**src/rtl/bg_tile_writer_if.sv**
```systemverilog
// bg_tile_writer_if: start/abort controls, byte stream handshake and tile RAM write port
interface bg_tile_writer_if #(parameter int ADDR_W = 19);
  logic start_load, start_fill, abort;
  logic [7:0] fill_value, in_data;
  logic in_valid, in_ready;
  logic wr_en;
  logic [ADDR_W-1:0] wr_addr;
  logic [7:0] wr_data;
  logic busy, done;
  modport master (
    output start_load, start_fill, abort, fill_value, in_data, in_valid,
    input in_ready, wr_en, wr_addr, wr_data, busy, done
  );
  modport slave (
    input start_load, start_fill, abort, fill_value, in_data, in_valid,
    output in_ready, wr_en, wr_addr, wr_data, busy, done
  );
endinterface

```
**src/rtl/bg_tile_writer.sv**
```systemverilog
// bg_tile_writer: rewrites the background tile RAM from a byte stream (LOAD) or a constant index (FILL),
// using the reader's linear address x + y*TILE_W.
module bg_tile_writer #(
  parameter int TILE_W = 96,
  parameter int TILE_H = 32,
  parameter int ADDR_W = 19
) (
  input logic Clk,
  input logic Reset_n,
  bg_tile_writer_if.slave bus
);
  localparam logic [1:0] S_IDLE = 2'd0, S_LOAD = 2'd1, S_FILL = 2'd2;
  localparam int XW = $clog2(TILE_W + 1);
  localparam int YW = $clog2(TILE_H + 1);
  logic [1:0] r_state;
  logic [XW-1:0] r_x;
  logic [YW-1:0] r_y;
  logic [7:0] r_fill, r_wr_data;
  logic [ADDR_W-1:0] r_wr_addr;
  logic r_wr_en, r_done;
  logic w_write, w_x_end, w_last, w_start;
  logic [ADDR_W-1:0] w_addr;
  assign w_write = !bus.abort && (r_state == S_FILL || (r_state == S_LOAD && bus.in_valid));
  assign w_x_end = r_x == XW'(TILE_W - 1);
  assign w_last = w_x_end && r_y == YW'(TILE_H - 1);
  assign w_start = !bus.abort && (bus.start_fill || bus.start_load);
  assign w_addr = ADDR_W'(r_x) + ADDR_W'(r_y) * ADDR_W'(TILE_W);
  assign bus.in_ready = r_state == S_LOAD && !bus.abort;
  assign bus.busy = r_state != S_IDLE;
  assign bus.done = r_done;
  assign bus.wr_en = r_wr_en;
  assign bus.wr_addr = r_wr_addr;
  assign bus.wr_data = r_wr_data;
  always_ff @(posedge Clk or negedge Reset_n) begin
    if (!Reset_n) begin
      r_state <= S_IDLE;
      r_x <= '0;
      r_y <= '0;
      r_fill <= '0;
      r_wr_en <= 1'b0;
      r_wr_addr <= '0;
      r_wr_data <= '0;
      r_done <= 1'b0;
    end else begin
      r_wr_en <= w_write;
      if (w_write) begin
        r_wr_addr <= w_addr;
        r_wr_data <= r_state == S_FILL ? r_fill : bus.in_data;
      end
      if (r_state == S_IDLE) begin
        if (w_start) begin
          r_state <= bus.start_fill ? S_FILL : S_LOAD;
          r_done <= 1'b0;
          r_x <= '0;
          r_y <= '0;
          if (bus.start_fill) r_fill <= bus.fill_value;
        end
      end else if (bus.abort) begin
        r_state <= S_IDLE;
        r_x <= '0;
        r_y <= '0;
      end else if (w_write) begin
        // last entry returns to IDLE with done set on the same edge
        if (w_last) begin
          r_state <= S_IDLE;
          r_x <= '0;
          r_y <= '0;
          r_done <= 1'b1;
        end else if (w_x_end) begin
          r_x <= '0;
          r_y <= r_y + 1'b1;
        end else begin
          r_x <= r_x + 1'b1;
        end
      end
    end
  end
endmodule

```
**src/flat_wrapper.sv**
```systemverilog
// flat-port wrapper written by rule: the top's interface ports become plain ports
module bg_tile_writer_flat 
#(
  parameter int TILE_W = 96,
  parameter int TILE_H = 32,
  parameter int ADDR_W = 19
)
  (Clk, Reset_n, bus_start_load, bus_start_fill, bus_abort, bus_fill_value, bus_in_data, bus_in_valid, bus_in_ready, bus_wr_en, bus_wr_addr, bus_wr_data, bus_busy, bus_done);
  bg_tile_writer_if #(.ADDR_W(ADDR_W)) bus_i ();
  input logic Clk;
  input logic Reset_n;
  input wire logic [$bits(bus_i.start_load)-1:0] bus_start_load;
  input wire logic [$bits(bus_i.start_fill)-1:0] bus_start_fill;
  input wire logic [$bits(bus_i.abort)-1:0] bus_abort;
  input wire logic [$bits(bus_i.fill_value)-1:0] bus_fill_value;
  input wire logic [$bits(bus_i.in_data)-1:0] bus_in_data;
  input wire logic [$bits(bus_i.in_valid)-1:0] bus_in_valid;
  output wire logic [$bits(bus_i.in_ready)-1:0] bus_in_ready;
  output wire logic [$bits(bus_i.wr_en)-1:0] bus_wr_en;
  output wire logic [$bits(bus_i.wr_addr)-1:0] bus_wr_addr;
  output wire logic [$bits(bus_i.wr_data)-1:0] bus_wr_data;
  output wire logic [$bits(bus_i.busy)-1:0] bus_busy;
  output wire logic [$bits(bus_i.done)-1:0] bus_done;
  assign bus_i.start_load = bus_start_load;
  assign bus_i.start_fill = bus_start_fill;
  assign bus_i.abort = bus_abort;
  assign bus_i.fill_value = bus_fill_value;
  assign bus_i.in_data = bus_in_data;
  assign bus_i.in_valid = bus_in_valid;
  assign bus_in_ready = bus_i.in_ready;
  assign bus_wr_en = bus_i.wr_en;
  assign bus_wr_addr = bus_i.wr_addr;
  assign bus_wr_data = bus_i.wr_data;
  assign bus_busy = bus_i.busy;
  assign bus_done = bus_i.done;
  bg_tile_writer #(.TILE_W(TILE_W), .TILE_H(TILE_H), .ADDR_W(ADDR_W)) u_core (.Clk(Clk), .Reset_n(Reset_n), .bus(bus_i));
endmodule
```
**config.mk**
```make
export PLATFORM = sky130hd
export DESIGN_NAME = bg_tile_writer_flat
export DESIGN_NICKNAME = d
export VERILOG_FILES = /design/src/rtl/bg_tile_writer_if.sv /design/src/rtl/bg_tile_writer.sv /design/src/flat_wrapper.sv
export SDC_FILE = /design/constraint.sdc
export NUM_CORES = 1
export LEC_CHECK = 0
export CAP_MARGIN = 20
export CELL_PAD_IN_SITES_DETAIL_PLACEMENT = 0
export CELL_PAD_IN_SITES_GLOBAL_PLACEMENT = 1
export CORE_MARGIN = 3
export CORE_UTILIZATION = 42
export CTS_CLUSTER_SIZE = 20
export DETAILED_ROUTE_END_ITERATION = 10
export PLACE_DENSITY_LB_ADDON = 0.1
export SETUP_SLACK_MARGIN = 0.2
export SLEW_MARGIN = 20
export SYNTH_ARGS = -nofsm -noshare
export SYNTH_HDL_FRONTEND = slang
export SYNTH_SLANG_ARGS = --single-unit
export TNS_END_PERCENT = 1
```
**constraint.sdc**
```tcl
create_clock -name Clk -period 3.25 [get_ports Clk]
set_input_delay 0.325 -clock Clk [delete_from_list [all_inputs] [get_ports Clk]]
set_output_delay 0.325 -clock Clk [all_outputs]
set_load 0.03 [all_outputs]
```
==> results.yml, run 1 <==
cts:
  cts-resized-gates: 0
  cts.sinks: 47
  cts_setup_buffers: 0
  clockRootBuffer: "clkbuf_8"
  cts_tree: "done"
  ctsHoldBuffers: 0
  h-tree-depth: 2
  cts_buffer_depth: 2
  clkTransAtPathRegs_ns: 0.09
  clk_latency_ns: 0.30
  cts_made_buffers: 5
critical_path:
  r2r_setup_slack_ns: 0.77
  cp.arrival_ns: 2.69
  rr_startpoint: "u_core.r_y[0]$_DFFE_PN0P_"
  r2r_cells: 7
  cp-end-kind: "flip-flop"
  worstPathRequired_ns: 3.46
  critPathKind: "reg2reg"
  crit_path_start_kind: "flip-flop"
  worstReg2RegEnd: "u_core.bus.wr_addr[12]$_DFFE_PN0P_"
  crit_fanout: 6
timing:
  final_hold_viol_count: 0
  setup_violations: 0
  rsz0062_at_grt: "false"
  fin_worst_skew_ns: 0.00273
  drv_slew: 0
  fin_crit_ns: 2.48
  fin_tns_setup_ns: 0
  min_period_over_period_pct: 76.3
  worst_pin_slew_ns: 0.779
  slew_headroom_pct: 48.1
  fin_ws_ns: 0.770
  fin_hold_ws_ns: 0.0336
  fmax_mhz: 403
synth:
  synth-seq-cells: 47
  synth_cell_types: 51
  synthArstFlopShare_pct: 100
  yosysWarnings: 0
  synth_cells: 265
  synth_edf_count: 0
  syn_area_per_cell_um2: 9.49
  ys_seq_area_share_pct: 46.7
  synth_ff_type: "dfrtp_1"
  synth_area_mm2: 0.00252
global_route:
  grt_usage_pct: 15.7
  antenna_found_initial: 0
  grt_max_degree: 48
  overflow: 0
  first_global_vias: 1829
  grt_pass1_wl_mm: 8.88
hold_path:
  min_path_type: "in2async"
route:
  wirelength_mm: 5.24
  dr.pass1.iters: 4
  drt.antenna.violating_nets: 0
  drt-vias-per-instance: 5.07
  drtIter0Drc: 98
  wl_per_cell_um: 13.7
  num_vias: 1933
  drc_errors: 0
die:
  die_y_um: 83.4
  ios: 53
  die-area_mm2: 0.00696
  core_mm2: 0.00564
  row_count: 27
  die_w_um: 83.4
  initial_core_util_pct: 44.6
finish:
  final_cell_mix: "nand2_1 (50), dfrtp_1 (47), clkdlybuf4s50_1 (46)"
  fin_nets: 343
  layout_commonest_cell: "nand2_1"
  antennaDiodeCount: 0
  area_growth_pct: 23.3
  drive_above_1_share_pct: 5.50
  utilization_pct: 55.0
place:
  post-place-ws_ns: 0.794
  io_buffers: 47
  dp_hpwl_mm: 3.74
  gp_congestion: 0.820
pwr:
  ir_worst_vdd_uv: 436
  powerDensity_mw_per_mm2: 705
  leakage_uw: 0.00137
run:
  max_cap_viol_count: 0
run_status:
  status: "finished clean"
-- registers in the layout, indices dropped and copies added, names as in the netlist --
register and count:
u_core.bus.wr_addr 14, u_core.bus.wr_data 8, u_core.r_fill 8, u_core.r_x 7, u_core.r_y 6, u_core.r_state 2, u_core.bus.done 1, u_core.bus.wr_en 1
-- metal layers --
layer  part of all wire, %  global-route usage (%)
met4                  0.97                    4.90
met3                   3.7                    2.98
met2                    43                    23.1
met5                     0                       0
met1                    52                    23.3
-- critical path: stages (launching register included) --
cell	delay, ns
dfrtp_1	0.44
ha_1	0.30
fa_1	0.42
xor2_1	0.22
nor3b_2	0.35
nand3_1	0.15
o41a_1	0.33
o31ai_1	0.18
-- synth_stat cells (2+ instances only) --
cell type,count,area (µm²)
buf_2,3,15.0
o21ai_1,13,65.1
buf_4,7,52.6
nand3_1,8,40.0
mux2_1,8,90.1
nand4_1,4,25.0
buf_1,2,7.51
ha_1,11,138
or3_1,2,12.5
xor2_1,3,26.3
nor2_1,27,101
nor2b_1,2,12.5
a21oi_1,7,35.0
nor3b_1,2,15.0
nand2b_1,5,31.3
nor3_1,4,20.0
xnor2_1,6,52.6
o21bai_1,2,15.0
a211o_1,2,17.5
fa_1,2,40.0
o31ai_1,4,30.0
dfrtp_1,47,1180
a31oi_1,9,56.3
nand2_1,50,188
inv_1,6,22.5
clkbuf_1,4,15.0
-- cell families after synthesis --
kind of cell	share of synthesized area, %
compound gates	12.7
flops	46.7
buf+inv	4.62
other cells	0.149
fa+ha+maj	7.06
mux	3.58
simple gates	22.0
xor+xnor	3.13
-- through the flow --
step | area, µm² | total power [µW] | instances
3_5_place_dp | 3000 | 1840 | 373
4_1_cts | 3100 | 2220 | 381
5_1_grt | 3100 | 2340 | 381
3_3_place_gp | 3000 | 1820 | 373
2_1_floorplan | 2530 | 1500 | 269
6_report | 3100 | 2190 | 381
-- final cells by class --
class	count	area, µm²
Fill cell	504	2540
Multi-Input combinational cell	199	1240
Sequential cell	47	1180
Timing Repair Buffer	48	475
Tap cell	72	90.1
Clock buffer	7	86.3
Inverter	7	26.3
Clock inverter	1	8.76
-- worst max-delay path by stage --
| stage | slack [ns] | cells after the start | to | from |
|---|---|---|---|---|
| 3_5_place_dp | 0.79 | 7 | u_core.bus.wr_addr[12]$_DFFE_PN0P_ | u_core.r_y[0]$_DFFE_PN0P_ |
| 4_1_cts | 0.77 | 7 | u_core.bus.wr_addr[12]$_DFFE_PN0P_ | u_core.r_y[0]$_DFFE_PN0P_ |
| 6_report | 0.77 | 7 | u_core.bus.wr_addr[12]$_DFFE_PN0P_ | u_core.r_y[0]$_DFFE_PN0P_ |
| 2_1_floorplan | 1.05 | 7 | u_core.bus.wr_addr[12]$_DFFE_PN0P_ | u_core.r_y[0]$_DFFE_PN0P_ |
| 3_3_place_gp | 0.88 | 7 | u_core.bus.wr_addr[12]$_DFFE_PN0P_ | u_core.r_y[0]$_DFFE_PN0P_ |
| 5_1_grt | 0.60 | 7 | u_core.bus.wr_addr[12]$_DFFE_PN0P_ | u_core.r_y[0]$_DFFE_PN0P_ |
-- where the power goes --
group	switching, µW	total [µW]	internal [µW]
sequential	118	872	755
combinational	573	942	369
clock	197	372	175
No activity file was read; power rests on OpenSTA's default activity.
==> run 2, diff against run 1 <==
--- a/config.mk
+++ b/config.mk
@@ -9,7 +9,7 @@
 export CELL_PAD_IN_SITES_DETAIL_PLACEMENT = 0
 export CELL_PAD_IN_SITES_GLOBAL_PLACEMENT = 1
 export CORE_MARGIN = 3
-export CORE_UTILIZATION = 42
+export CORE_UTILIZATION = 35
 export CTS_CLUSTER_SIZE = 20
 export DETAILED_ROUTE_END_ITERATION = 10
 export PLACE_DENSITY_LB_ADDON = 0.1
==> constraint.sdc (replaced) <==
create_clock -name Clk -period 2.2 [get_ports Clk]
set_input_delay 0.22 -clock Clk [delete_from_list [all_inputs] [get_ports Clk]]
set_output_delay 0.22 -clock Clk [all_outputs]
set_load 0.03 [all_outputs]
==> run 2 against run 1 <==
- largest power group unchanged
- highest routed layer unchanged
- worst hold slack better by 0.38 ns
- global-route usage shrank 1.4 points
- maximum frequency up 15%
- critical path type unchanged
- via count is 6.6% higher
- cell count increased by 12%
- non-clock buffer count rose by 21
- clock power is 84% higher
- worst setup slack worse by 0.73 ns
==> results.yml, run 2 (same netlist as run 1, synthesis figures left out) <==
route:
  drtIter0Drc: 95
  drt-vias-per-instance: 4.84
  wirelength_mm: 5.63
  num_vias: 2060
  drt.antenna.violating_nets: 0
  dr.pass1.iters: 4
  wl_per_cell_um: 13.2
  drc_errors: 0
finish:
  layout_commonest_cell: "nand2_1"
  antennaDiodeCount: 0
  design_area_mm2: 0.00339
  fin_nets: 364
  drive_above_1_share_pct: 14.2
  final_cell_mix: "nand2_1 (50), dfrtp_1 (46), clkdlybuf4s50_1 (45)"
  largest_reg_flops: 14
  area_growth_pct: 34.9
  final.fill_count: 677
  utilization_pct: 49.4
pwr:
  leakage_uw: 0.00153
  switching_share_pct: 39.1
  seqPwrFrac_pct: 36.8
  combPwrFrac_pct: 43.6
  ir_worst_vdd_uv: 739
  clockPowerShare_pct: 19.6
  powerDensity_mw_per_mm2: 1030
  power_switching_uw: 1370
  p_int_uw: 2130
cts:
  cts.sinks: 47
  cts_tree: "done"
  clockRootBuffer: "clkbuf_8"
  cts_made_buffers: 5
  cts_buffer_depth: 2
  clk_latency_ns: 0.31
  clkTransAtPathRegs_ns: 0.10
  h-tree-depth: 2
die:
  die_w_um: 90.8
  initial_core_util_pct: 36.6
  die_y_um: 90.8
  ios: 53
  core_mm2: 0.00687
  die-area_mm2: 0.00824
  row_count: 30
critical_path:
  worstPathRequired_ns: 2.44
  crit_path_start_kind: "flip-flop"
  worstReg2RegEnd: "u_core.bus.wr_addr[11]$_DFFE_PN0P_"
  critPathKind: "reg2reg"
  crit_fanout: 5
  critPathMaxStageDelay_ns: 0.44
  r2r_setup_slack_ns: 0.04
  r2r_cells: 7
  cp-end-kind: "flip-flop"
  cp.arrival_ns: 2.40
  critPathSlowestCell: "dfrtp_2"
  rr_startpoint: "u_core.r_y[1]$_DFFE_PN0P_"
  crit_chain: "buf_4 -> ha_1 -> a211o_1 -> and3_4 -> nor2_4 -> or4b_1 -> a31oi_1"
global_route:
  grt_max_degree: 32
  antenna_found_initial: 0
  grt_pass1_wl_mm: 9.82
  first_global_vias: 2018
  overflow: 0
  grt_usage_pct: 14.3
timing:
  fin_ws_ns: 0.0360
  rsz0062_at_grt: "true"
  fin_hold_ws_ns: 0.415
  slew_headroom_pct: 57.3
  fin_crit_ns: 2.16
  fmax_mhz: 462
  worst_pin_slew_ns: 0.640
  min_period_over_period_pct: 98.4
  fin_worst_skew_ns: 0.0118
  final_hold_viol_count: 0
  drv_slew: 0
  setup_violations: 0
  fin_tns_setup_ns: 0
place:
  placed_area_mm2: 0.00317
  io_buffers: 47
  dp_hpwl_mm: 4.07
  post-place-ws_ns: 0.00511
  gp_congestion: 0.790
hold_path:
  min_path_type: "in2async"
run_status:
  status: "finished clean"
run:
  max_cap_viol_count: 0
==> run 2: repair_timing <==
action | CTS | global route
buffers inserted | 5 | 1
pin swaps | 11 | 8
resized for setup | 6 | 4
setup endpoints to repair | 3 | 7
endpoints found under the hold margin | 21 | 0
hold buffers | 1 | 0
==> run 2: how the worst max path moves through the flow <==
| stage | start | slack, ns | cells past startpoint | endpoint |
|---|---|---|---|---|
| 2_1_floorplan | u_core.r_y[1]$_DFFE_PN0P_ | 0.07 | 7 | u_core.bus.wr_addr[12]$_DFFE_PN0P_ |
| 3_3_place_gp | u_core.r_y[1]$_DFFE_PN0P_ | 0.06 | 7 | u_core.bus.wr_addr[12]$_DFFE_PN0P_ |
| 3_5_place_dp | u_core.r_y[1]$_DFFE_PN0P_ | 0.005 | 7 | u_core.bus.wr_addr[12]$_DFFE_PN0P_ |
| 4_1_cts | u_core.r_y[1]$_DFFE_PN0P_ | -0.002 | 7 | u_core.bus.wr_addr[12]$_DFFE_PN0P_ |
| 5_1_grt | u_core.r_y[1]$_DFFE_PN0P_ | -0.04 | 7 | u_core.bus.wr_addr[11]$_DFFE_PN0P_ |
| 6_report | u_core.r_y[1]$_DFFE_PN0P_ | 0.04 | 7 | u_core.bus.wr_addr[11]$_DFFE_PN0P_ |
==> run 2: power by group through the flow <==
stage | sequential [µW] | clock (µW) | combinational [µW]
floorplan | 1530 | 0 | 715
global placement | 1300 | 0 | 1490
detailed placement | 1310 | 0 | 1490
CTS | 1290 | 700 | 1540
global route | 1330 | 736 | 1660
finish | 1290 | 686 | 1520
==> run 2: final cells by class <==
| cell class | instances | area (µm²) | share of cell area (%) |
|---|---|---|---|
| multi-input combinational | 199 | 1300 | 38.2 |
| sequential | 47 | 1180 | 34.7 |
| timing repair buffer | 69 | 652 | 19.2 |
| tap | 96 | 120 | 3.54 |
| clock buffer | 6 | 82.6 | 2.43 |
| clock inverter | 2 | 38.8 | 1.14 |
| inverter | 7 | 26.3 | 0.774 |
==> run 2: worst max-delay path, delay by kind of cell (launching register included) <==
kind / cells / cell delay [ns]
DFF: 1 / 0.44
buffers and inverters: 1 / 0.14
adders and majority gates: 1 / 0.28
AOI/OAI and AO/OA: 2 / 0.50
and+or+nand+nor: 3 / 0.73
==> run 2: layer usage <==
metal  vias up  wire, µm  part of all wire, %  GRT usage (%)
li1       1043         -                    -              -
met1       974      2920                   52           21.4
met2        36      2450                   44           21.1
met3         7       190                  3.4           2.67
met4         0        65                  1.2           3.77
met5         -         0                    0              0
==> run 2: through the flow <==
stage,instances,power (µW)
final,426,3500
after global routing,426,3730
after CTS,425,3530
after detailed placement,411,2810
after global placement,411,2790
after floorplan,269,2250
==> run 3, diff against run 2 <==
--- a/config.mk
+++ b/config.mk
@@ -6,13 +6,11 @@
 export NUM_CORES = 1
 export LEC_CHECK = 0
 export CAP_MARGIN = 20
-export CELL_PAD_IN_SITES_DETAIL_PLACEMENT = 0
-export CELL_PAD_IN_SITES_GLOBAL_PLACEMENT = 1
 export CORE_MARGIN = 3
-export CORE_UTILIZATION = 35
-export CTS_CLUSTER_SIZE = 20
+export CORE_UTILIZATION = 46
+export CTS_CLUSTER_SIZE = 40
 export DETAILED_ROUTE_END_ITERATION = 10
-export PLACE_DENSITY_LB_ADDON = 0.1
+export PLACE_DENSITY = 0.76
 export SETUP_SLACK_MARGIN = 0.2
 export SLEW_MARGIN = 20
 export SYNTH_ARGS = -nofsm -noshare
==> run 3 against run 2 <==
- the run now ends with setup timing left
- clock power shrank 20%
- first-iteration DRC count stayed put
- sequential power barely moved
- non-clock buffer count down 6
- routed wire length fell by 4.2%
- largest cell class unchanged
==> results.yml, run 3 (same netlist as run 1, synthesis figures left out) <==
run:
  max_cap_viol_count: 0
route:
  dr.pass1.iters: 4
  wl_per_cell_um: 13.7
  num_vias: 2082
  drt-vias-per-instance: 5.28
  drt.antenna.violating_nets: 0
  drtIter0Drc: 95
  drc_errors: 0
  wirelength_mm: 5.40
pwr:
  power.total_uw: 3320
  ir_worst_vdd_uv: 810
  clockPowerShare_pct: 16.6
  combPwrFrac_pct: 44.5
  switching_share_pct: 40.5
  power_switching_uw: 1340
  seqPwrFrac_pct: 39.0
  p_int_uw: 1970
  powerDensity_mw_per_mm2: 1000
  leakage_uw: 0.00147
die:
  die_y_um: 80.0
  row_count: 26
  die_w_um: 80.0
  ios: 53
  initial_core_util_pct: 48.3
  core_mm2: 0.00520
  die-area_mm2: 0.00639
cts:
  clk_latency_ns: 0.30
  cts_made_buffers: 5
  cts_buffer_depth: 2
  h-tree-depth: 2
  cts_tree: "done"
  clkTransAtPathRegs_ns: 0.09
  clockRootBuffer: "clkbuf_8"
  cts.sinks: 47
place:
  io_buffers: 47
  gp_congestion: 0.807
  dp_hpwl_mm: 4.04
  post-place-ws_ns: -0.0228
global_route:
  first_global_vias: 1988
  grt_usage_pct: 18.1
  antenna_found_initial: 0
  grt_pass1_wl_mm: 9.08
  overflow: 0
  grt_max_degree: 32
finish:
  area_growth_pct: 31.6
  antennaDiodeCount: 0
  final_cell_mix: "nand2_1 (49), clkdlybuf4s50_1 (46), dfrtp_1 (45)"
  final.fill_count: 447
  register_area_mm2: 0.00118
  largest_reg_flops: 14
  drive_above_1_share_pct: 15.1
  layout_commonest_cell: "nand2_1"
  multi_input_area_mm2: 0.00133
  fin_nets: 358
timing:
  fin_worst_skew_ns: 0.0109
  fin_tns_setup_ns: -0.0126
  slew_headroom_pct: 64.9
  worst_pin_slew_ns: 0.525
  fin_ws_ns: -0.0126
  fin_crit_ns: 2.21
  min_period_over_period_pct: 101
  rsz0062_at_grt: "true"
  final_hold_viol_count: 0
  setup_violations: 1
  drv_slew: 0
  fmax_mhz: 452
critical_path:
  r2r_cells: 7
  crit_fanout: 4
  cp.arrival_ns: 2.42
  r2r_setup_slack_ns: -0.01
  worstPathRequired_ns: 2.41
  cp-end-kind: "flip-flop"
  crit_path_start_kind: "flip-flop"
  critPathKind: "reg2reg"
hold_path:
  min_path_type: "in2async"
run_status:
  status: "finished with violations"
  violations: "setup timing"
run 3: stage by stage:
step	instances	area, µm²	hold WS (ns)	util, %
after detailed placement	385	3130	0.163	60.1
after global routing	394	3310	0.400	63.6
after global placement	385	3130	0.165	60.1
after floorplan	269	2550	-0.0756	-
after CTS	394	3270	0.374	62.9
final	394	3310	0.367	63.6
run 3: area by class of cell:
| type | instances | area share [%] |
|---|---|---|
| Multi-Input combinational cell | 199 | 40.2 |
| Sequential cell | 47 | 35.6 |
| Timing Repair Buffer | 63 | 17.8 |
| Tap cell | 70 | 2.64 |
| Clock buffer | 6 | 2.49 |
| Inverter | 7 | 0.793 |
| Clock inverter | 2 | 0.491 |
run 3: worst paths after layout:
| path | start | end |
|---|---|---|
| hold reg to reg | u_core.bus.wr_addr[3]$_DFFE_PN0P_ | u_core.bus.wr_addr[3]$_DFFE_PN0P_ |
| setup / recovery | u_core.r_y[1]$_DFFE_PN0P_ | u_core.bus.wr_addr[12]$_DFFE_PN0P_ |
| max in group asynchronous | Reset_n | u_core.r_state[1]$_DFFE_PN0P_ |
| setup reg to reg | u_core.r_y[1]$_DFFE_PN0P_ | u_core.bus.wr_addr[12]$_DFFE_PN0P_ |
| min in group Clk | bus_in_data[7] | u_core.bus.wr_data[7]$_DFFE_PN0P_ |
| hold / removal | Reset_n | u_core.r_x[6]$_DFFE_PN0P_ |
run 3: critical path, stage by stage (launching register included):
cell     delay, ns
dfrtp_2       0.46
ha_4          0.18
fa_2          0.56
inv_2         0.06
nor3b_4       0.23
nand3_2       0.12
o41a_1        0.34
o31ai_2       0.18
run 3: power by group through the flow:
stage	logic, µW	clock network [µW]	registers (µW)
2_1_floorplan	715	0	1530
3_3_place_gp	1430	0	1300
3_5_place_dp	1460	0	1310
4_1_cts	1470	558	1300
5_1_grt	1610	592	1330
6_report	1480	549	1290
run 3: metal layers:
layer	vias up	GRT usage (%)	routed length, µm
li1	1036	-	-
met1	998	24.6	2480
met2	42	29.9	2680
met3	6	2.48	183
met4	0	5.74	55
met5	-	0	0
run 3: timing repair:
| item | in CTS | in global routing |
|---|---|---|
| pin swaps | 2 | 4 |
| resized for setup | 6 | 10 |
| buffers inserted | 0 | 0 |
| endpoints found under the setup margin | 3 | 5 |
| endpoints found under the hold margin | 16 | 0 |
| hold buffers | 1 | 0 |
| cloned | 0 | 0 |
